[src/rtl/clock_time_setter_if.sv]
// Bundle between the time-set controller, the key debouncer, the time counter and the display scanner.
interface clock_time_setter_if;
   logic [7:0] key_in;
   logic [3:0] cur_h2, cur_h1, cur_m2, cur_m1, cur_s2, cur_s1;
   logic [3:0] set_h2, set_h1, set_m2, set_m1, set_s2, set_s1;
   logic       load;
   logic       set_mode;
   logic [5:0] blink_en;

   modport master (
      output key_in, cur_h2, cur_h1, cur_m2, cur_m1, cur_s2, cur_s1,
      input  set_h2, set_h1, set_m2, set_m1, set_s2, set_s1, load, set_mode, blink_en
   );
   modport slave (
      input  key_in, cur_h2, cur_h1, cur_m2, cur_m1, cur_s2, cur_s1,
      output set_h2, set_h1, set_m2, set_m1, set_s2, set_s1, load, set_mode, blink_en
   );
endinterface

[src/rtl/clock_time_setter.sv]
// Key-driven hh:mm:ss editor: captures the live time, edits one BCD field at a time,
// strobes the result back into the counter, and blinks the field under edit.
module clock_time_setter #(
   parameter int BLINK_DIV     = 25_000_000,
   parameter int TIMEOUT_HALFS = 20
) (
   input  logic                 CLK_50M,
   input  logic                 RST,
   clock_time_setter_if.slave   bus
);
   localparam int CW = $clog2(BLINK_DIV);
   localparam int TW = $clog2(TIMEOUT_HALFS + 1);

   localparam logic [1:0] S_IDLE   = 2'd0;
   localparam logic [1:0] S_EDIT_H = 2'd1;
   localparam logic [1:0] S_EDIT_M = 2'd2;
   localparam logic [1:0] S_EDIT_S = 2'd3;

   logic [1:0]      r_state, w_next;
   logic [7:0]      r_key_prev, r_armed;
   logic [5:0][3:0] r_set;
   logic            r_load, r_set_mode, r_phase;
   logic [CW-1:0]   r_cnt;
   logic [TW-1:0]   r_tmo;

   logic [7:0]      w_press;
   logic            w_cancel, w_ok, w_mode, w_up, w_down;
   logic            w_editing, w_accept, w_timeout;
   logic [5:0][3:0] w_cur;
   logic [2:0]      w_lo_idx;
   logic [3:0]      w_hi, w_lo, w_mhi, w_mlo;
   logic [7:0]      w_new;
   logic [5:0]      w_mask;

   // A key that is down while reset is released stays disarmed until it is seen high.
   assign w_press   = r_key_prev & ~bus.key_in & r_armed;
   assign w_cancel  = w_press[4];
   assign w_ok      = w_press[3] & ~w_cancel;
   assign w_mode    = w_press[0] & ~w_press[4] & ~w_press[3];
   assign w_up      = w_press[1] & ~w_press[4] & ~w_press[3] & ~w_press[0];
   assign w_down    = w_press[2] & ~w_press[4] & ~w_press[3] & ~w_press[0] & ~w_press[1];
   assign w_editing = (r_state != S_IDLE);
   assign w_accept  = w_editing ? (|w_press[4:0]) : w_press[0];
   assign w_timeout = w_editing & ~w_accept & (r_cnt == CW'(BLINK_DIV - 1))
                    & (r_tmo == TW'(TIMEOUT_HALFS - 1));

   assign w_cur = {bus.cur_h2, bus.cur_h1, bus.cur_m2, bus.cur_m1, bus.cur_s2, bus.cur_s1};

   // Field digit pair: hours at [5:4], minutes at [3:2], seconds at [1:0].
   assign w_lo_idx = {2'd3 - r_state, 1'b0};
   assign w_hi     = r_set[w_lo_idx + 3'd1];
   assign w_lo     = r_set[w_lo_idx];
   assign w_mhi    = (r_state == S_EDIT_H) ? 4'd2 : 4'd5;
   assign w_mlo    = (r_state == S_EDIT_H) ? 4'd3 : 4'd9;

   function automatic logic bcd_bad(input logic [3:0] hi, lo, mhi, mlo);
      return (hi > 4'd9) || (lo > 4'd9) || (hi > mhi) || ((hi == mhi) && (lo > mlo));
   endfunction

   function automatic logic [7:0] bcd_inc(input logic [3:0] hi, lo, mhi, mlo);
      if (bcd_bad(hi, lo, mhi, mlo) || ((hi == mhi) && (lo == mlo))) return 8'h00;
      if (lo == 4'd9) return {hi + 4'd1, 4'd0};
      return {hi, lo + 4'd1};
   endfunction

   function automatic logic [7:0] bcd_dec(input logic [3:0] hi, lo, mhi, mlo);
      if (bcd_bad(hi, lo, mhi, mlo)) return 8'h00;
      if ((hi == 4'd0) && (lo == 4'd0)) return {mhi, mlo};
      if (lo == 4'd0) return {hi - 4'd1, 4'd9};
      return {hi, lo - 4'd1};
   endfunction

   assign w_new = w_up ? bcd_inc(w_hi, w_lo, w_mhi, w_mlo) : bcd_dec(w_hi, w_lo, w_mhi, w_mlo);

   always_comb begin
      w_next = r_state;
      if (!w_editing) begin
         if (w_press[0]) w_next = S_EDIT_H;
      end else if (w_cancel || w_ok || w_timeout) begin
         w_next = S_IDLE;
      end else if (w_mode) begin
         w_next = (r_state == S_EDIT_S) ? S_EDIT_H : r_state + 2'd1;
      end
   end

   always_ff @(posedge CLK_50M) begin
      if (RST) begin
         r_state    <= S_IDLE;
         r_load     <= 1'b0;
         r_set_mode <= 1'b0;
         r_set      <= '0;
         r_key_prev <= 8'hFF;
         r_armed    <= bus.key_in;
         r_cnt      <= '0;
         r_phase    <= 1'b0;
         r_tmo      <= '0;
      end else begin
         r_key_prev <= bus.key_in;
         r_armed    <= r_armed | bus.key_in;
         r_state    <= w_next;
         r_set_mode <= (w_next != S_IDLE);
         r_load     <= w_editing & w_ok;
         if (!w_editing && w_press[0]) begin
            r_set <= w_cur;
         end else if (w_editing && (w_up || w_down)) begin
            r_set[w_lo_idx + 3'd1] <= w_new[7:4];
            r_set[w_lo_idx]        <= w_new[3:0];
         end
         if (!w_editing || w_accept || w_timeout) begin
            r_cnt   <= '0;
            r_phase <= 1'b0;
            r_tmo   <= '0;
         end else if (r_cnt == CW'(BLINK_DIV - 1)) begin
            r_cnt   <= '0;
            r_phase <= ~r_phase;
            r_tmo   <= r_tmo + TW'(1);
         end else begin
            r_cnt   <= r_cnt + CW'(1);
         end
      end
   end

   always_comb begin
      w_mask = 6'b000000;
      if (r_phase) begin
         case (r_state)
            S_EDIT_H: w_mask = 6'b110000;
            S_EDIT_M: w_mask = 6'b001100;
            S_EDIT_S: w_mask = 6'b000011;
            default:  w_mask = 6'b000000;
         endcase
      end
   end

   assign bus.set_h2   = r_set[5];
   assign bus.set_h1   = r_set[4];
   assign bus.set_m2   = r_set[3];
   assign bus.set_m1   = r_set[2];
   assign bus.set_s2   = r_set[1];
   assign bus.set_s1   = r_set[0];
   assign bus.load     = r_load;
   assign bus.set_mode = r_set_mode;
   assign bus.blink_en = w_mask;
endmodule

[src/flat_wrapper.sv]
// flat-port wrapper written by rule: the top's interface ports become plain ports
module clock_time_setter_flat 
#(
   parameter int BLINK_DIV     = 25_000_000,
   parameter int TIMEOUT_HALFS = 20
)
  (CLK_50M, RST, bus_key_in, bus_cur_h2, bus_cur_h1, bus_cur_m2, bus_cur_m1, bus_cur_s2, bus_cur_s1, bus_set_h2, bus_set_h1, bus_set_m2, bus_set_m1, bus_set_s2, bus_set_s1, bus_load, bus_set_mode, bus_blink_en);
  clock_time_setter_if bus_i ();
  input  logic CLK_50M;
  input  logic RST;
  input wire logic [$bits(bus_i.key_in)-1:0] bus_key_in;
  input wire logic [$bits(bus_i.cur_h2)-1:0] bus_cur_h2;
  input wire logic [$bits(bus_i.cur_h1)-1:0] bus_cur_h1;
  input wire logic [$bits(bus_i.cur_m2)-1:0] bus_cur_m2;
  input wire logic [$bits(bus_i.cur_m1)-1:0] bus_cur_m1;
  input wire logic [$bits(bus_i.cur_s2)-1:0] bus_cur_s2;
  input wire logic [$bits(bus_i.cur_s1)-1:0] bus_cur_s1;
  output wire logic [$bits(bus_i.set_h2)-1:0] bus_set_h2;
  output wire logic [$bits(bus_i.set_h1)-1:0] bus_set_h1;
  output wire logic [$bits(bus_i.set_m2)-1:0] bus_set_m2;
  output wire logic [$bits(bus_i.set_m1)-1:0] bus_set_m1;
  output wire logic [$bits(bus_i.set_s2)-1:0] bus_set_s2;
  output wire logic [$bits(bus_i.set_s1)-1:0] bus_set_s1;
  output wire logic [$bits(bus_i.load)-1:0] bus_load;
  output wire logic [$bits(bus_i.set_mode)-1:0] bus_set_mode;
  output wire logic [$bits(bus_i.blink_en)-1:0] bus_blink_en;
  assign bus_i.key_in = bus_key_in;
  assign bus_i.cur_h2 = bus_cur_h2;
  assign bus_i.cur_h1 = bus_cur_h1;
  assign bus_i.cur_m2 = bus_cur_m2;
  assign bus_i.cur_m1 = bus_cur_m1;
  assign bus_i.cur_s2 = bus_cur_s2;
  assign bus_i.cur_s1 = bus_cur_s1;
  assign bus_set_h2 = bus_i.set_h2;
  assign bus_set_h1 = bus_i.set_h1;
  assign bus_set_m2 = bus_i.set_m2;
  assign bus_set_m1 = bus_i.set_m1;
  assign bus_set_s2 = bus_i.set_s2;
  assign bus_set_s1 = bus_i.set_s1;
  assign bus_load = bus_i.load;
  assign bus_set_mode = bus_i.set_mode;
  assign bus_blink_en = bus_i.blink_en;
  clock_time_setter #(.BLINK_DIV(BLINK_DIV), .TIMEOUT_HALFS(TIMEOUT_HALFS)) u_core (.CLK_50M(CLK_50M), .RST(RST), .bus(bus_i));
endmodule
[config.mk]
export PLATFORM = sky130hd
export DESIGN_NAME = clock_time_setter_flat
export DESIGN_NICKNAME = d
export VERILOG_FILES = /design/src/rtl/clock_time_setter_if.sv /design/src/rtl/clock_time_setter.sv /design/src/flat_wrapper.sv
export SDC_FILE = /design/constraint.sdc
export NUM_CORES = 1
export LEC_CHECK = 0
export ABC_AREA = 1
export CELL_PAD_IN_SITES_DETAIL_PLACEMENT = 1
export CELL_PAD_IN_SITES_GLOBAL_PLACEMENT = 2
export CORE_MARGIN = 2
export CORE_UTILIZATION = 25
export CTS_BUF_LIST = sky130_fd_sc_hd__clkbuf_16
export CTS_CLUSTER_DIAMETER = 60
export DETAILED_ROUTE_END_ITERATION = 10
export PLACE_DENSITY = 0.8
export SLEW_MARGIN = 40
export SYNTH_ARGS = -nofsm -noshare
export SYNTH_HDL_FRONTEND = slang
export SYNTH_SLANG_ARGS = --single-unit
[constraint.sdc]
create_clock -name CLK_50M -period 3.1 [get_ports CLK_50M]
set_input_delay 0.62 -clock CLK_50M [delete_from_list [all_inputs] [get_ports CLK_50M]]
set_output_delay 0.62 -clock CLK_50M [all_outputs]
set_load 0.02 [all_outputs]
Yosys cells after proc, flatten, opt, wreduce, memory -nomap -nowiden:

Cells that the tools add are included.

* bits in latches: 0
* memories kept: 0
* register bits after elaboration: 72
* output and inout port bits: 32
* memory bits (writable): 0
* bits in read-only memories: 0
* input port bits: 34

* magnitude comparators: 8
* eq/ne operators: 8
* reductions and logical operators: 25
* add/sub/neg operators: 9
* multipliers: 0
* bitwise gates (word level): 24
* muxes and demuxes: 43
* shift-type cells: 0
* divide/modulo/power cells: 0

Operator list (number)
* $mux W8: 12
* $bwmux W24: 2
* $mux W24: 2
* $add A25 B1 Y25 const B: 1
* $eq A25 B25 Y1 const B: 1
* $mux W4: 5
* $pmux W6 S3: 1
* $and A1 B1 Y1: 14
* $bmux W4 S3: 1
* $demux W4 S3: 1
* $and A5 B5 Y5: 2
* $mux W1: 10
* $mux W2: 5
* $logic_or A1 B1 Y1: 9
* $add A4 B1 Y4 const B: 2
* $bmux W4 S2: 1
* $demux W4 S2: 1
* $eq A4 B4 Y1: 2
* $gt A4 B4 Y1: 2
* $gt A4 B4 Y1 const B: 2
* $logic_not A4 Y1: 2
* $lt A3 B4 Y1 const B: 2
* $or A8 B8 Y8: 1
* $sub A4 B1 Y4 const B: 2
* 19 further kinds: 34

Logic depth before layout (Yosys ltp):

* depth after elaboration: 20
* gate-level depth with buffers: 19
* gate-level depth less buffers: 19

Worst setup path after synthesis:

OpenSTA, ideal clock, no wires.

* path type: reg-to-reg
* start point: register u_core.r_state[0]
* end point: register u_core.r_set, in the netlist u_core.bus.set_h1[2]
* path slack: 798 ps
* arrival time: 2232 ps
* path buffers: 1
* setup time: 70 ps
* stages on the path, launching flop included: 20
* data required time: 3030 ps
* period minus slack after synthesis: 2302 ps
* path through: dfxtp_1 > buf_4 > nand2_1 > nand2_1 > nand2_1 > o21ai_0 > ha_1 > inv_1 > o21bai_1 > nand2_1 > nand2_1 > nand2_1 > nand2_1 > nor2_4 > nand2_4 > nor2_4 > nand3_1 > nand2_1 > nand2_1 > a21oi_1

* word-level cells in the longest chain between the ends: 16
* elaborated cells on any way between the ends: 66

RTL lines
* start, declared: RTL line clock_time_setter.sv:19 `logic [1:0] r_state, w_next;`
* start signal, assigned: RTL line clock_time_setter.sv:100 `r_state <= w_next;`
* $sub A2 B2 Y2: RTL line clock_time_setter.sv:50 `assign w_lo_idx = {2'd3 - r_state, 1'b0};`
* $add A3 B1 Y3: RTL line clock_time_setter.sv:51, clock_time_setter.sv:106
* $bmux W4 S3: RTL line clock_time_setter.sv:51 `assign w_hi = r_set[w_lo_idx + 3'd1];`
* $mux W4 (implied by the code): RTL line clock_time_setter.sv:51
* $gt A4 B4 Y1 or $logic_not A4 Y1 (tied branches): RTL line clock_time_setter.sv:57, clock_time_setter.sv:68
* $logic_or A1 B1 Y1 or $logic_and A1 B1 Y1 (tied branches): RTL line clock_time_setter.sv:57, clock_time_setter.sv:68
* $logic_or A1 B1 Y1 or $mux W8 (tied branches): RTL line clock_time_setter.sv:57, clock_time_setter.sv:68
* $logic_or A1 B1 Y1 or $mux W8 (tied branches): RTL line clock_time_setter.sv:57, clock_time_setter.sv:69
* $logic_or A1 B1 Y1 or $mux W8 (tied branches): RTL line clock_time_setter.sv:61, clock_time_setter.sv:70
* $mux W1 or $mux W8 (tied branches): RTL line clock_time_setter.sv:61, clock_time_setter.sv:69
* $mux W8 (on tied branches): RTL line clock_time_setter.sv:62, clock_time_setter.sv:68
* $mux W8: RTL line clock_time_setter.sv:73 `assign w_new = w_up ? bcd_inc(w_hi, w_lo, w_mhi, w_mlo) : bcd_dec(w_hi, w_lo, w_mhi, w_mlo);`
* $bwmux W24: RTL line clock_time_setter.sv:106 `r_set[w_lo_idx + 3'd1] <= w_new[7:4];`
* $bwmux W24: RTL line clock_time_setter.sv:107 `r_set[w_lo_idx] <= w_new[3:0];`
* $mux W24: RTL line clock_time_setter.sv:105 `end else if (w_editing && (w_up || w_down)) begin`
* $mux W24: RTL line clock_time_setter.sv:103 `if (!w_editing && w_press[0]) begin`
* end signal, assigned: RTL line clock_time_setter.sv:104 `r_set <= w_cur;`
* end signal, assigned by index: RTL line clock_time_setter.sv:106
* end signal, assigned by index: RTL line clock_time_setter.sv:107
* end, declared: RTL line clock_time_setter.sv:21 `logic [5:0][3:0] r_set;`

Several ways; a longest one is shown, not always the timed one. The select of a mux whose other input is x is not followed.
A chain may end at the register's enable or synchronous reset.

Final worst setup path:

* start point: register u_core.r_state[0]
* end point: register u_core.r_set, in the netlist u_core.bus.set_m1[2]

Same word-level chain as after synthesis.

==> results_dict.tcl <==
set metrics [dict create \
    grt_pass1_vias 4460 \
    synth_top_area_cell "dfxtp_1" \
    insertion_delay_ns 0.34 \
    synth_area_per_cell_um2 6.33 \
    worst_slew_pin_slew_ns 0.441 \
    relSlewSlack_pct 70.4 \
    cts_buffer_depth 2 \
    vias 4270 \
    numCtsBuffers 9 \
    setup_ws_ns 0.412 \
    drive_above_1_share_pct 8.79 \
    synth-seq-cells 69 \
    antenna_found_initial 0 \
    initial_utilization_pct 25.7 \
    vias_per_cell 4.52 \
    leakagePower_nw 2.28 \
    ff2ff_setup_slack_ns 0.41 \
    grt_max_degree 25 \
    cts_sinks 69 \
    die_x_um 132 \
    overflow 0 \
    hold_path.class "register to register" \
    drtPass1Iterations 4 \
    clock_skew_ns 0.00828 \
    drc 0 \
    pre_cts_ws_ns 0.213 \
    outcome "finished, final reports clean" \
    grt_pass1_wl_mm 22.3 \
    powerDensity_nw_per_um2 439 \
    setup_viol 0 \
    grt_usage_pct 15.9 \
    yosysSeqAreaShare_pct 33.9 \
    syn2layout_area_growth_pct 30.8 \
    die_y_um 132 \
    crit_path_end_kind "register" \
    finalPower_mw 2.34 \
    syn_area_um2 4080 \
    io_buffers 62 \
    maxCapViolCount 0 \
    hpwl_mm 10.5 \
    cts.htree.levels 3 \
    boundaryPins 66 \
    rsz0062_at_grt "no" \
    final_hold_viol_count 0 \
    syn-num-nets 694 \
    ys_top_cells_by_area "dfxtp_1 (34%), nand2_1 (19%), inv_1 (8.5%), nor2_1 (5.5%), a21oi_1 (4.9%)" \
    dpl_cell_area_um2 5050 \
    ctsResizeCount 0 \
    wl_per_cell_um 14.0 \
    critPathKind "register to register" \
    cts_setup_buffers 0 \
    cts_root_buffer "clkbuf_16" \
    layout.cells.most_common "nand2_1" \
    ys_types 33 \
    die-area_um2 17300 \
    hold_buffers 0 \
    synth_cells 644 \
    cts_tree "yes" \
    rows 46 \
    cp.arrival_ns 2.96 \
    core-area_um2 15900 \
    final.setup.tns_ns 0 \
    final_cell_mix "nand2_1 (211), inv_1 (94), dfxtp_1 (68)" \
    fin_area_um2 5330 \
    drt_iter0_markers 194 \
    ys_warn_count 0 \
    wl_mm 13.3 \
    drtAntennaViolNets 0 \
    num_antenna_cells 0 \
    synth_top_area_share_pct 33.9 \
    place_congestion 0.840 \
    fmax_ghz 0.372 \
    min_period_over_period_pct 86.7 \
    final.min_clock_period_ns 2.69 \
    cp.required_ns 3.37 \
    ir_drop_uv 234 \
    cts.clk_slew.worst_paths_ns 0.06 \
    cp_max_fo 9 \
    start_kind "register" \
    final_nets 773 \
    final_max_slew_viol_count 0 \
]
cells by family (layout without fill, tap and decap cells):
group,after synthesis,count (layout),synth area share [%]
AND/OR/NAND/NOR,359,359,38.3
flip-flops,69,69,33.9
buffers and inverters,112,196,10.7
XOR/XNOR,10,10,2.15
adder cells (fa/ha/maj),16,16,4.91
AO/OA/AOI/OAI,78,78,10.1
metrics by stage:
| step | hold slack [ns] | std cells | utilization, % |
|---|---|---|---|
| floorplan | 0.418 | 644 | - |
| global placement | 0.427 | 928 | 31.8 |
| detailed placement | 0.432 | 928 | 31.8 |
| CTS | 0.450 | 944 | 33.6 |
| global route | 0.488 | 944 | 33.6 |
| finish | 0.445 | 944 | 33.6 |
synthesized netlist by cell type:
| cell | number |
|---|---|
| nand3b_1 | 3 |
| nor3_1 | 12 |
| clkbuf_1 | 8 |
| nand2_1 | 211 |
| nor4_1 | 4 |
| o21bai_1 | 2 |
| nor2_1 | 60 |
| dfxtp_1 | 69 |
| nand2_2 | 8 |
| nand3_2 | 1 |
| nand4_1 | 6 |
| nor3_4 | 1 |
| inv_2 | 7 |
| nor3b_1 | 4 |
| nor3_2 | 1 |
| buf_4 | 4 |
| xor2_1 | 6 |
| nand3_1 | 35 |
| o31ai_1 | 1 |
| nand2_4 | 1 |
| ha_1 | 16 |
| inv_1 | 92 |
| o21a_1 | 1 |
| nor2_2 | 4 |
| nor2_4 | 4 |
| buf_2 | 1 |
| o21ai_0 | 24 |
| a21oi_1 | 40 |
| xnor2_1 | 4 |
| o21ai_1 | 3 |
| a211oi_1 | 1 |
| a31oi_1 | 6 |
| or2_2 | 4 |
critical path, stage by stage (launching register included):
cell and delay (ns):
dfxtp_2 0.48, buf_4 0.17, nand2_1 0.04, nand2_1 0.13, nand2_1 0.06, o21ai_0 0.16, ha_1 0.32, inv_1 0.06
o21bai_1 0.06, nand2_1 0.06, nand2_1 0.05, nand2_1 0.05, nand2_1 0.08, nor2_4 0.15, nand2_4 0.09, nor2_4 0.18
nand3_1 0.11, nand2_1 0.18, nand2_1 0.08, a21oi_1 0.11
power by group:
group / internal (mW) / switching [mW]
Sequential: 0.918 / 0.0251
Clock: 0.611 / 0.395
Combinational: 0.159 / 0.233
state kept, by name, summed over array words and instances (netlist names):
| signal | count |
|---|---|
| u_core.bus.set_h1 | 4 |
| u_core.r_cnt | 25 |
| u_core.bus.set_s1 | 4 |
| u_core.bus.set_m2 | 4 |
| u_core.r_tmo | 5 |
| u_core.r_armed | 5 |
| u_core.r_key_prev | 5 |
| u_core.bus.set_mode | 1 |
| u_core.r_state | 2 |
| u_core.bus.load | 1 |
| u_core.r_phase | 1 |
| u_core.bus.set_m1 | 4 |
| u_core.bus.set_h2 | 4 |
| u_core.bus.set_s2 | 4 |
routing by layer:
metal,GRT usage [%],part of all wire (%),vias to the layer above
met5,0,0,-
met4,4.71,1.2,0
met3,3.43,4.7,11
met2,26.1,46,86
met1,20.9,49,2000
li1,-,-,2173
cell type report:
| type | instances | area, µm² |
|---|---|---|
| timing repair buffer | 81 | 763 |
| fill | 2074 | 10600 |
| multi-input combinational | 463 | 2260 |
| tap | 216 | 270 |
| inverter | 99 | 372 |
| clock inverter | 7 | 58.8 |
| clock buffer | 9 | 225 |
| sequential | 69 | 1380 |
worst paths after layout:
check	start	end	cells past startpoint
worst max-delay path	u_core.r_state[0]$_SDFF_PP0_	u_core.bus.set_m1[2]$_SDFFE_PP0P_	19
worst min-delay path	u_core.r_cnt[0]$_SDFF_PP0_	u_core.r_cnt[0]$_SDFF_PP0_	1
worst max register to register	u_core.r_state[0]$_SDFF_PP0_	u_core.bus.set_m1[2]$_SDFFE_PP0P_	19
worst min register to register	u_core.r_cnt[0]$_SDFF_PP0_	u_core.r_cnt[0]$_SDFF_PP0_	1
Power figures use the tool's default switching activity.
